### src/rtl/rat_intc_pkg.sv
// Shared definitions for the RAT interrupt controller: FSM states,
// default I/O port map and VECTOR register field positions.
package rat_intc_pkg;

    typedef enum logic [1:0] {
        ST_IDLE    = 2'd0,
        ST_ACTIVE  = 2'd1,
        ST_HOLDOFF = 2'd2
    } intc_state_e;

    localparam logic [7:0] DEF_PORT_STAT = 8'h30;
    localparam logic [7:0] DEF_PORT_MASK = 8'h31;
    localparam logic [7:0] DEF_PORT_LVL  = 8'h32;
    localparam logic [7:0] DEF_PORT_VEC  = 8'h33;

    localparam int unsigned VEC_VALID_BIT = 7;
    localparam int unsigned VEC_IDX_LSB   = 0;
    localparam int unsigned VEC_IDX_W     = 3;

endpackage

### src/rtl/rat_irq_sync.sv
// One request line: 2-flop synchronizer, edge flop and set generation
// (level mode follows the synchronized input, edge mode fires on 0->1).
module rat_irq_sync
    import rat_intc_pkg::*;
(
    input  logic CLK,
    input  logic RESET,
    input  logic irq_i,
    input  logic level_i,
    output logic set_o
);

    logic s1_q, s2_q, s3_q;

    // Synchronize the asynchronous request and keep one delayed copy for edge detect
    always_ff @(posedge CLK) begin
        if (RESET) begin
            s1_q <= 1'b0;
            s2_q <= 1'b0;
            s3_q <= 1'b0;
        end else begin
            s1_q <= irq_i;
            s2_q <= s1_q;
            s3_q <= s2_q;
        end
    end

    // Pending-bit set condition for the selected trigger mode
    always_comb begin
        set_o = level_i ? s2_q : (s2_q & ~s3_q);
    end

endmodule

### src/rtl/rat_intr_ctrl.sv
// RAT CPU interrupt controller: synchronizes IRQ_IN, latches pending bits,
// applies a mask, and drives INTERRUPT with a post-service hold-off.
// Programmed over the CPU port bus (STATUS W1C, MASK, LEVEL).
// Optional macro RAT_INTC_VECTOR_EN adds the read-only VECTOR register.
module rat_intr_ctrl
    import rat_intc_pkg::*;
#(
    parameter int unsigned N_SRC       = 8,
    parameter logic [7:0]  PORT_STAT   = DEF_PORT_STAT,
    parameter logic [7:0]  PORT_MASK   = DEF_PORT_MASK,
    parameter logic [7:0]  PORT_LVL    = DEF_PORT_LVL,
`ifdef RAT_INTC_VECTOR_EN
    parameter logic [7:0]  PORT_VEC    = DEF_PORT_VEC,
`endif
    parameter int unsigned HOLDOFF_CYC = 4
) (
    input  logic             CLK,
    input  logic             RESET,
    input  logic [N_SRC-1:0] IRQ_IN,
    input  logic [7:0]       PORT_ID,
    input  logic [7:0]       OUT_PORT,
    input  logic             IO_STRB,
    output logic [7:0]       IN_DATA,
    output logic             IN_HIT,
    output logic             INTERRUPT
);

    logic [N_SRC-1:0] set_w, clr_w, masked_w;
    logic [N_SRC-1:0] pend_q, pend_d, mask_q, level_q;
    logic             act_w, wr_stat_w, wr_mask_w, wr_lvl_w;
    intc_state_e      state_q;
    logic [3:0]       cnt_q;
    logic             intr_q;

    for (genvar g = 0; g < N_SRC; g++) begin : g_sync
        rat_irq_sync u_sync (
            .CLK     (CLK),
            .RESET   (RESET),
            .irq_i   (IRQ_IN[g]),
            .level_i (level_q[g]),
            .set_o   (set_w[g])
        );
    end

    // Port write decode and pending-bit next state (set wins over clear)
    always_comb begin
        wr_stat_w = IO_STRB && (PORT_ID == PORT_STAT);
        wr_mask_w = IO_STRB && (PORT_ID == PORT_MASK);
        wr_lvl_w  = IO_STRB && (PORT_ID == PORT_LVL);
        clr_w     = wr_stat_w ? OUT_PORT[N_SRC-1:0] : '0;
        pend_d    = set_w | (pend_q & ~clr_w);
        masked_w  = pend_q & mask_q;
        act_w     = |masked_w;
    end

    // Pending, mask and level registers
    always_ff @(posedge CLK) begin
        if (RESET) begin
            pend_q  <= '0;
            mask_q  <= '0;
            level_q <= '0;
        end else begin
            pend_q <= pend_d;
            if (wr_mask_w) mask_q  <= OUT_PORT[N_SRC-1:0];
            if (wr_lvl_w)  level_q <= OUT_PORT[N_SRC-1:0];
        end
    end

    // Request FSM with registered INTERRUPT and hold-off counter
    always_ff @(posedge CLK) begin
        if (RESET) begin
            state_q <= ST_IDLE;
            cnt_q   <= '0;
            intr_q  <= 1'b0;
        end else begin
            case (state_q)
                ST_IDLE: begin
                    if (act_w) begin
                        state_q <= ST_ACTIVE;
                        intr_q  <= 1'b1;
                    end
                end
                ST_ACTIVE: begin
                    if (!act_w) begin
                        intr_q <= 1'b0;
                        if (HOLDOFF_CYC == 0) begin
                            state_q <= ST_IDLE;
                        end else begin
                            state_q <= ST_HOLDOFF;
                            cnt_q   <= 4'(HOLDOFF_CYC);
                        end
                    end
                end
                ST_HOLDOFF: begin
                    if (cnt_q == 4'd1) begin
                        state_q <= ST_IDLE;
                        cnt_q   <= '0;
                    end else begin
                        cnt_q <= cnt_q - 4'd1;
                    end
                end
                default: begin
                    state_q <= ST_IDLE;
                    cnt_q   <= '0;
                    intr_q  <= 1'b0;
                end
            endcase
        end
    end

    assign INTERRUPT = intr_q;

`ifdef RAT_INTC_VECTOR_EN
    logic [VEC_IDX_W-1:0] vidx_w;
    logic                 vfound_w;
    logic [7:0]           vec_w;

    // Priority encode the lowest-numbered active source into VECTOR
    always_comb begin
        vidx_w   = '0;
        vfound_w = 1'b0;
        for (int unsigned i = 0; i < N_SRC; i++) begin
            if (masked_w[i] && !vfound_w) begin
                vidx_w   = i[VEC_IDX_W-1:0];
                vfound_w = 1'b1;
            end
        end
        vec_w = '0;
        vec_w[VEC_VALID_BIT] = act_w;
        vec_w[VEC_IDX_LSB +: VEC_IDX_W] = vidx_w;
    end
`endif

    // Combinational read mux; unmapped ports read zero with IN_HIT low
    always_comb begin
        IN_DATA = '0;
        IN_HIT  = 1'b0;
        if (PORT_ID == PORT_STAT) begin
            IN_DATA = 8'(pend_q);
            IN_HIT  = 1'b1;
        end else if (PORT_ID == PORT_MASK) begin
            IN_DATA = 8'(mask_q);
            IN_HIT  = 1'b1;
        end else if (PORT_ID == PORT_LVL) begin
            IN_DATA = 8'(level_q);
            IN_HIT  = 1'b1;
        end
`ifdef RAT_INTC_VECTOR_EN
        else if (PORT_ID == PORT_VEC) begin
            IN_DATA = vec_w;
            IN_HIT  = 1'b1;
        end
`endif
    end

endmodule

### config.mk
export PLATFORM = sky130hd
export DESIGN_NAME = rat_intr_ctrl
export DESIGN_NICKNAME = d
export VERILOG_FILES = /design/src/rtl/rat_intc_pkg.sv /design/src/rtl/rat_irq_sync.sv /design/src/rtl/rat_intr_ctrl.sv
export SDC_FILE = /design/constraint.sdc
export NUM_CORES = 1
export LEC_CHECK = 0
export ABC_CLOCK_PERIOD_IN_PS = 1700
export BUFFER_PORTS_ARGS = -buffer_cell sky130_fd_sc_hd__buf_4
export CAP_MARGIN = 40
export CORE_MARGIN = 2
export CORE_UTILIZATION = 56
export CTS_CLUSTER_SIZE = 24
export DETAILED_ROUTE_END_ITERATION = 8
export PLACE_DENSITY = 0.79
export SYNTH_ARGS = -nofsm -noshare
export SYNTH_HDL_FRONTEND = slang
export SYNTH_HIERARCHICAL = 1
export SYNTH_SLANG_ARGS = --single-unit
### constraint.sdc
create_clock -name CLK -period 1.7 [get_ports CLK]
set_clock_uncertainty 0.05 [all_clocks]
set_input_delay 0.34 -clock CLK [delete_from_list [all_inputs] [get_ports CLK]]
set_output_delay 0.34 -clock CLK [all_outputs]
set_load 0.01 [all_outputs]
==> metrics.cfg, run 1 <==
[sta]
min_period_ns = 1.65
slew_headroom_pct = 69.8
slew_viol_final = 0
finalCritPeriodShare_pct = 96.9
hold_viol = 0
finalSetupViolCount = 0
setup_slack_ns = 0.0531
clock.fmax_mhz = 607
worst_pin_slew_ns = 0.453

[routing]
drt_iter0_markers = 105
wirelength_mm = 4.78
wl_per_cell_um = 13.3
drtPass1Iterations = 4
viasPerCell = 5.40
vias = 1945
ant_nets = 0
drc = 0

[critical_path]
start_kind = input pin
critical_path.max_fanout = 19
end_kind = output port
arrival_ns = 1.26
crit_chain = buf_4 -> nor2b_2 -> buf_4 -> a21oi_1 -> nor2_2 -> buf_4
cp.required_ns = 1.31
crit_buf_inv = 3
crit_family = buffers and inverters
critical_path_class = input pin to output port
cp_slowest_stage_delay_ns = 0.26
crit_top_cell = buf_4
crit_slowest_cell = buf_4

[layout]
design_area_sq_um = 2980
fill_cells = 369
fin_cells = 360
area_growth_pct = 19.6
nNetsFinal = 341
antenna-diode-count = 0
final_common_cell = dfxtp_1
drive_gt1_share_pct = 23.7
layout_common_cells = 55 x dfxtp_1, 47 x buf_4, 37 x nor2_1, 26 x mux2i_1, 26 x nor2b_1

[placement]
dp_hpwl_mm = 3.36
numPlacedInstances = 354
placed_area_sq_um = 2870
portBuffers = 36
place_congestion = 0.831
dp_slack_ns = -0.0726

[cts]
clk_latency_ns = 0.30
path_clk_slew_ns = 0.09
cts.sinks = 55
cts_buffers = 5
clockBufferDepth = 2
clockRootBuffer = clkbuf_8
cts_tree = built
htree_levels = 2

[yosys]
synth_seq_area_share_pct = 44.2
synth_cell_types = 34
ys_async_sr_fraction_pct = 0
avgSynthCellArea_sq_um = 9.44
synth_area_sq_um = 2490
ys_warn_count = 6
synth-seq-cells = 55
synth_edf_count = 0
syn_inst = 264
ys.flop_type = dfxtp_1
syn-num-nets = 296

[floorplanning]
dieArea_sq_um = 5000
start_util_pct = 57.6
die_w_um = 70.7
ios = 37
die_h_um = 70.7
core_area_sq_um = 4320
row_count = 24

[grt]
grt_max_degree = 50
track_usage_pct = 19.2
grt_antenna_before_repair = 0
grt_pass1_wl_mm = 7.71
grt_overflow = 0
grt_pass1_vias = 1789

[worst_hold_path]
hold_class = input pin to flop

[power_and_ir_drop]
irDropWorstVdd_uv = 776
leakagePower_nw = 1.23
power_density_nw_per_um2 = 731

[job]
cap_viol_max_count = 0

[status]
outcome = finished, final reports clean

## state kept, by name, indices dropped and copies added (netlist names)
signal              flops
cnt_q                   4
g_sync.u_sync/s1_q      8
mask_q                  8
g_sync.u_sync/s2_q      8
state_q                 2
pend_q                  8
INTERRUPT               1
g_sync.u_sync/s3_q      8
level_q                 8
## area by class of cell
cell class                 instances  area, sq um  area share (%)
clock buffer                       5         68.8            2.31
multi-input combinational        185         1330            44.6
clock inverter                     1         7.51           0.252
timing repair buffer              47          353            11.8
inverter                          15         56.3            1.89
sequential                        55         1100            36.9
tap                               52         65.1            2.18
## stage by stage
stage	utilization (%)	TNS (ns)	total power [mW]	hold WS [ns]
detailed placement	66.4	-1.15	1.54	0.379
CTS	68.3	0	2.20	0.188
floorplan	-	0	1.45	0.362
finish	69.0	0	2.18	0.194
global placement	66.4	-0.208	1.54	0.368
global route	69.0	-0.0111	2.26	0.191
## report_power, final
group / switching [mW] / internal (mW)
clock: 0.388 / 0.274
sequential: 0.0164 / 1.32
combinational: 0.0839 / 0.0946
## repair_timing
action / in CTS / in global routing
hold buffers: 0 / 0
resized for setup: 2 / 7
gates cloned: 0 / 0
pin swaps: 0 / 1
buffers inserted: 0 / 0
endpoints found under the setup margin: 10 / 10
## logic make-up (layout without fill, tap and decap cells)
family | after synthesis | in the layout | share of synthesized area, %
simple gates | 120 | 120 | 28.9
flops | 55 | 55 | 44.2
compound gates | 31 | 31 | 8.74
mux | 29 | 29 | 11.8
buf+inv | 24 | 68 | 3.87
fa+ha+maj | 5 | 5 | 2.51
## Yosys cell counts, drive strengths merged, types with 5 or more instances
| cell type | number | area (sq um) |
|---|---|---|
| nor2b | 27 | 169 |
| a21boi | 8 | 60.1 |
| nand2b | 17 | 106 |
| a21oi | 10 | 50.1 |
| inv | 15 | 56.3 |
| ha | 5 | 62.6 |
| nor2 | 39 | 163 |
| dfxtp | 55 | 1100 |
| nor3 | 12 | 60.1 |
| clkbuf | 5 | 18.8 |
| mux2i | 26 | 260 |
| nor4b | 8 | 70.1 |
## path summary, 6_finish.rpt
kind / start / endpoint / slack, ns / depth (start not counted)
max: PORT_ID[0] / IN_DATA[2] / 0.05 / 6
min: IRQ_IN[6] / g_sync[6].u_sync/s1_q / 0.19 / 2
max reg2reg: state_q[0] / state_q[1] / 0.11 / 6
min reg2reg: g_sync[6].u_sync/s1_q / g_sync[6].u_sync/s2_q / 0.40 / 1
## routing by layer
| layer | track usage, % | share of wire [%] |
|---|---|---|
| met1 | 23.4 | 45 |
| met2 | 33.6 | 50 |
| met3 | 4.99 | 4.5 |
| met4 | 5.45 | 1.1 |
| met5 | 0 | 0 |
Note: power is estimated with default switching activity, not from simulation.
==> inputs of run 2 (changes only) <==
--- a/config.mk
+++ b/config.mk
@@ -9,10 +9,11 @@
 export BUFFER_PORTS_ARGS = -buffer_cell sky130_fd_sc_hd__buf_4
 export CAP_MARGIN = 40
 export CORE_MARGIN = 2
-export CORE_UTILIZATION = 56
+export CORE_UTILIZATION = 59
+export CTS_BUF_LIST = sky130_fd_sc_hd__clkbuf_2
 export CTS_CLUSTER_SIZE = 24
 export DETAILED_ROUTE_END_ITERATION = 8
-export PLACE_DENSITY = 0.79
+export PLACE_DENSITY = 0.82
 export SYNTH_ARGS = -nofsm -noshare
 export SYNTH_HDL_FRONTEND = slang
 export SYNTH_HIERARCHICAL = 1
==> metrics.cfg, run 2 (same netlist as run 1, synthesis figures left out) <==
[status]
outcome = finished with violations  ; was finished, final reports clean
failed_checks = setup timing

[sta]
min_period_ns = 1.75  ; was 1.65 ns
hold_viol = 0  ; unchanged
finalCritPeriodShare_pct = 103  ; was 96.9%
rsz0062_at_grt = yes
clock.fmax_mhz = 570  ; was 607 MHz
setup_slack_ns = -0.0536  ; was 0.0531 ns
worst_pin_slew_ns = 0.484  ; was 0.453 ns
slew_headroom_pct = 67.7  ; was 69.8%
slew_viol_final = 0  ; unchanged
finalSetupViolCount = 8  ; was 0

[layout]
layout_common_cells = 53 x buf_4, 39 x dfxtp_1, 38 x nor2_1, 27 x nor2b_1, 26 x mux2i_1  ; was 55 x dfxtp_1, 47 x buf_4, 37 x nor2_1, 26 x mux2i_1, 26 x nor2b_1
nNetsFinal = 348  ; was 341
drive_gt1_share_pct = 30.3  ; was 23.7%
antenna-diode-count = 0  ; unchanged
area_growth_pct = 20.7  ; was 19.6%
design_area_sq_um = 3010  ; was 2980 sq um
final_common_cell = buf_4  ; was dfxtp_1
fin_cells = 367  ; was 360

[floorplanning]
row_count = 23  ; was 24
die_w_um = 69.0  ; was 70.7 um
dieArea_sq_um = 4760  ; was 5000 sq um
ios = 37  ; unchanged
core_area_sq_um = 4030  ; was 4320 sq um
start_util_pct = 61.9  ; was 57.6%
die_h_um = 69.0  ; was 70.7 um

[critical_path]
crit_slowest_cell = dfxtp_2  ; was buf_4
cp_slowest_stage_delay_ns = 0.39  ; was 0.26 ns
arrival_ns = 1.36  ; was 1.26 ns
crit_chain = mux2i_1 -> nor2_1 -> a21oi_1 -> nor2_1 -> buf_4  ; was buf_4 -> nor2b_2 -> buf_4 -> a21oi_1 -> nor2_2 -> buf_4
critical_path_class = flop to output port  ; was input pin to output port
start_kind = flop  ; was input pin
end_kind = output port  ; unchanged
crit_top_cell = nor2_1  ; was buf_4
cp.required_ns = 1.31  ; about the same
critical_path.max_fanout = 3  ; was 19

[cts]
clockBufferDepth = 2  ; unchanged
cts_buffers = 5  ; unchanged
clockRootBuffer = clkbuf_2  ; was clkbuf_8
cts_tree = built  ; unchanged
cts.sinks = 55  ; unchanged
path_clk_slew_ns = 0.26  ; was 0.09 ns
htree_levels = 2  ; unchanged
holdBufCountCts = 0  ; unchanged
clk_latency_ns = 0.43  ; was 0.30 ns

[grt]
track_usage_pct = 21.6  ; was 19.2%
grt_pass1_vias = 1767  ; was 1,789
grt_pass1_wl_mm = 7.68  ; was 7.71 mm
grt_overflow = 0  ; unchanged
grt_max_degree = 53  ; was 50
grt_antenna_before_repair = 0  ; unchanged

[routing]
wirelength_mm = 5.01  ; was 4.78 mm
drtPass1Iterations = 4  ; unchanged
drc = 0  ; unchanged
wl_per_cell_um = 13.6  ; was 13.3 um
vias = 1939  ; was 1,945
drt_iter0_markers = 145  ; was 105
viasPerCell = 5.28  ; was 5.40
ant_nets = 0  ; unchanged

[job]
cap_viol_max_count = 0  ; unchanged

[worst_hold_path]
hold_class = input pin to flop  ; unchanged

[placement]
dp_slack_ns = -0.0645  ; was -0.0726 ns
place_congestion = 0.770  ; was 0.831
portBuffers = 36  ; unchanged
placed_area_sq_um = 2840  ; was 2870 sq um
numPlacedInstances = 348  ; was 354
dp_hpwl_mm = 3.27  ; was 3.36 mm

[power_and_ir_drop]
irDropWorstVdd_uv = 483  ; was 776 uV
leakagePower_nw = 1.25  ; was 1.23 nW
power_density_nw_per_um2 = 673  ; was 731 nW/um^2

run 2: cell count changes in the layout (fill, tap and decap cells not counted), sizes merged:
cell / before / now
clkbuf: 5 / 6
nand2: 3 / 4
clkinv: 0 / 1
buf: 47 / 53
run 2: final timing paths:
check / from / endpoint / slack (ns) / cells after the start
min reg2reg: g_sync[7].u_sync/s1_q / g_sync[7].u_sync/s2_q / 0.41 / 1
min: IRQ_IN[6] / g_sync[6].u_sync/s1_q / 0.04 / 2
max reg2reg: pend_q[5] / state_q[1] / 0.07 / 5
max: mask_q[2] / IN_DATA[2] / -0.05 / 5
run 2: repair_timing:
item,CTS,global route
gates cloned,0,1
endpoints found under the hold margin,0,0
setup buffers,1,9
endpoints found under the setup margin,9,14
pin swaps,0,10
gates resized for setup,17,6
run 2: cell type report:
| class | instances | area (sq um) |
|---|---|---|
| multi-input combinational | 186 | 1330 |
| sequential | 55 | 1120 |
| fill | 300 | 1020 |
| timing repair buffer | 53 | 398 |
| tap | 50 | 62.6 |
| inverter | 15 | 56.3 |
| clock buffer | 6 | 30.0 |
| clock inverter | 2 | 12.5 |
run 2: critical path: cells and delay by family (launching register included):
family	cells	cell delay (ns)
flip-flops	1	0.39
multiplexers	1	0.17
buffers and inverters	1	0.14
AND/OR/NAND/NOR	2	0.12
AO/OA/AOI/OAI	1	0.11
run 2: where the power goes:
part           leakage, nW  total [mW]  internal [mW]  switching [mW]
sequential           0.456        1.34           1.33          0.0155
combinational        0.770       0.183         0.0960          0.0868
clock               0.0290       0.499          0.105           0.394
total                 1.25        2.03           1.53           0.496
run 2: layer usage:
metal	vias up	track usage, %	wire [um]
li1	1002	-	-
met3	7	4.87	256
met5	-	0	0
met1	888	26.3	2280
met4	0	6.86	65
met2	42	37.9	2410
run 2: stage by stage:
| stage | TNS (ns) | hold slack [ns] | utilization [%] | power (mW) |
|---|---|---|---|---|
| finish | -0.178 | 0.0364 | 74.7 | 2.03 |
| detailed placement | -0.751 | 0.375 | 70.4 | 1.54 |
| CTS | -0.337 | 0.0177 | 72.3 | 2.04 |
| global route | -0.904 | 0.0256 | 74.7 | 2.09 |
| global placement | -0.408 | 0.367 | 70.4 | 1.54 |
| floorplan | 0 | 0.362 | - | 1.45 |
==> inputs of run 3 (changes only) <==
--- a/config.mk
+++ b/config.mk
@@ -5,15 +5,15 @@
 export SDC_FILE = /design/constraint.sdc
 export NUM_CORES = 1
 export LEC_CHECK = 0
-export ABC_CLOCK_PERIOD_IN_PS = 1700
+export ABC_CLOCK_PERIOD_IN_PS = 2200
 export BUFFER_PORTS_ARGS = -buffer_cell sky130_fd_sc_hd__buf_4
 export CAP_MARGIN = 40
 export CORE_MARGIN = 2
-export CORE_UTILIZATION = 59
+export CORE_UTILIZATION = 61
 export CTS_BUF_LIST = sky130_fd_sc_hd__clkbuf_2
 export CTS_CLUSTER_SIZE = 24
 export DETAILED_ROUTE_END_ITERATION = 8
-export PLACE_DENSITY = 0.82
+export PLACE_DENSITY = 0.85
 export SYNTH_ARGS = -nofsm -noshare
 export SYNTH_HDL_FRONTEND = slang
 export SYNTH_HIERARCHICAL = 1
==> constraint.sdc (replaced) <==
create_clock -name CLK -period 2.2 [get_ports CLK]
set_clock_uncertainty 0.05 [all_clocks]
set_input_delay 0.44 -clock CLK [delete_from_list [all_inputs] [get_ports CLK]]
set_output_delay 0.44 -clock CLK [all_outputs]
set_load 0.01 [all_outputs]
==> metrics.cfg, run 3 (same netlist as run 1, synthesis figures left out) <==
[critical_path]
crit_top_cell = buf_4  ; was nor2_1
arrival_ns = 1.43  ; was 1.36 ns
crit_family = simple AND/OR/NAND/NOR gates  ; was flip-flops
end_kind = output port  ; unchanged
crit_buf_inv = 2  ; was 1
critical_path.max_fanout = 9  ; was 3
crit_slowest_cell = nor4_4  ; was dfxtp_2
start_kind = input pin  ; was flop
cp.required_ns = 1.71  ; was 1.31 ns
critical_path_class = input pin to output port  ; was flop to output port
crit_chain = buf_4 -> nor4_4 -> nand2_1 -> a21oi_1 -> buf_4  ; was mux2i_1 -> nor2_1 -> a21oi_1 -> nor2_1 -> buf_4
cp_slowest_stage_delay_ns = 0.27  ; was 0.39 ns

[status]
outcome = finished, final reports clean  ; was finished with violations

[grt]
grt_pass1_vias = 1718  ; was 1,767
grt_overflow = 0  ; unchanged
grt_antenna_before_repair = 0  ; unchanged
grt_pass1_wl_mm = 7.64  ; was 7.68 mm
track_usage_pct = 22.2  ; was 21.6%
grt_max_degree = 52  ; was 53

[power_and_ir_drop]
power_mw = 1.56  ; was 2.03 mW
leakagePower_nw = 1.19  ; was 1.25 nW
power_density_nw_per_um2 = 544  ; was 673 nW/um^2
irDropWorstVdd_uv = 473  ; was 483 uV

[cts]
clk_latency_ns = 0.45  ; was 0.43 ns
path_clk_slew_ns = 0.26  ; about the same
post_cts_buffers = 0  ; was 1
clockBufferDepth = 2  ; unchanged
cts_tree = built  ; unchanged
cts_buffers = 5  ; unchanged
post_cts_resized = 0  ; was 17
cts.sinks = 55  ; unchanged
clockRootBuffer = clkbuf_2  ; unchanged
htree_levels = 2  ; unchanged
holdBufCountCts = 0  ; unchanged

[placement]
numPlacedInstances = 347  ; was 348
portBuffers = 36  ; unchanged
place_congestion = 0.846  ; was 0.770
placed_area_sq_um = 2830  ; was 2840 sq um
dp_hpwl_mm = 3.19  ; was 3.27 mm

[worst_hold_path]
hold_class = input pin to flop  ; unchanged

[layout]
nNetsFinal = 336  ; was 348
design_area_sq_um = 2870  ; was 3010 sq um
fin_util_pct = 72.3  ; was 74.7%
fin_cells = 355  ; was 367
final_common_cell = dfxtp_1  ; was buf_4
antenna-diode-count = 0  ; unchanged
fill_cells = 315  ; was 300
layout_common_cells = 55 x dfxtp_1, 42 x buf_4, 38 x nor2_1, 27 x nor2b_1, 26 x mux2i_1  ; was 53 x buf_4, 39 x dfxtp_1, 38 x nor2_1, 27 x nor2b_1, 26 x mux2i_1
drive_gt1_share_pct = 20.3  ; was 30.3%
area_growth_pct = 15.3  ; was 20.7%

[floorplanning]
row_count = 23  ; unchanged
die_h_um = 67.9  ; was 69.0 um
dieArea_sq_um = 4610  ; was 4760 sq um
core_area_sq_um = 3970  ; was 4030 sq um
ios = 37  ; unchanged
die_w_um = 67.9  ; was 69.0 um
start_util_pct = 62.8  ; was 61.9%

[sta]
min_period_ns = 1.92
slew_headroom_pct = 68.7  ; was 67.7%
hold_viol = 0  ; unchanged
finalCritPeriodShare_pct = 87.4
clock.fmax_mhz = 520
finalSetupTns_ns = 0  ; was -0.178 ns
rsz0062_at_grt = no  ; was yes
worst_pin_slew_ns = 0.469  ; was 0.484 ns
slew_viol_final = 0  ; unchanged
finalSetupViolCount = 0  ; was 8

[routing]
wl_per_cell_um = 13.0  ; was 13.6 um
drtPass1Iterations = 4  ; unchanged
vias = 1881  ; was 1,939
viasPerCell = 5.30  ; was 5.28
ant_nets = 0  ; unchanged
wirelength_mm = 4.61  ; was 5.01 mm
drc = 0  ; unchanged
drt_iter0_markers = 46  ; was 145

[job]
cap_viol_max_count = 0  ; unchanged

==> run 3: final timing paths <==
| path | slack [ns] | endpoint | startpoint | depth (start not counted) |
|---|---|---|---|---|
| hold reg to reg | 0.40 | g_sync[7].u_sync/s2_q | g_sync[7].u_sync/s1_q | 1 |
| hold / removal | 0.12 | g_sync[6].u_sync/s1_q | IRQ_IN[6] | 2 |
| setup / recovery | 0.28 | IN_HIT | PORT_ID[7] | 5 |
| setup reg to reg | 0.49 | cnt_q[3] | pend_q[3] | 4 |
==> run 3: metal layers <==
layer	track usage (%)	vias up	wire, um
met1	27.3	864	2140
met4	7.50	0	54
li1	-	980	-
met5	0	-	0
met2	37.7	31	2210
met3	5.43	6	206
==> run 3: cell type report <==
cell class,count,area [sq um],share of cell area [%]
Multi-Input combinational cell,185,1290,45.1
Clock buffer,6,30.0,1.05
Inverter,15,56.3,1.96
Sequential cell,55,1100,38.3
Tap cell,50,62.6,2.18
Timing Repair Buffer,42,315,11.0
Clock inverter,2,12.5,0.436
==> run 3: power breakdown <==
group / internal, mW / total [mW] / switching, mW
Sequential: 1.03 / 1.04 / 0.0118
Combinational: 0.0714 / 0.135 / 0.0635
Clock: 0.0823 / 0.390 / 0.308
Total: 1.18 / 1.56 / 0.383
==> run 3: through the flow <==
step | hold slack [ns] | setup slack [ns]
after floorplan | 0.364 | 0.435
after global placement | 0.369 | 0.278
after detailed placement | 0.375 | 0.260
after CTS | 0.113 | 0.249
after global routing | 0.0795 | 0.157
final | 0.123 | 0.277
==> run 3: worst reg2reg max path, delay by kind of cell, from the launching register on <==
| family | cells | cell delay, ns |
|---|---|---|
| simple gates | 1 | 0.19 |
| compound gates | 2 | 0.63 |
| flops | 1 | 0.39 |
| mux | 1 | 0.37 |
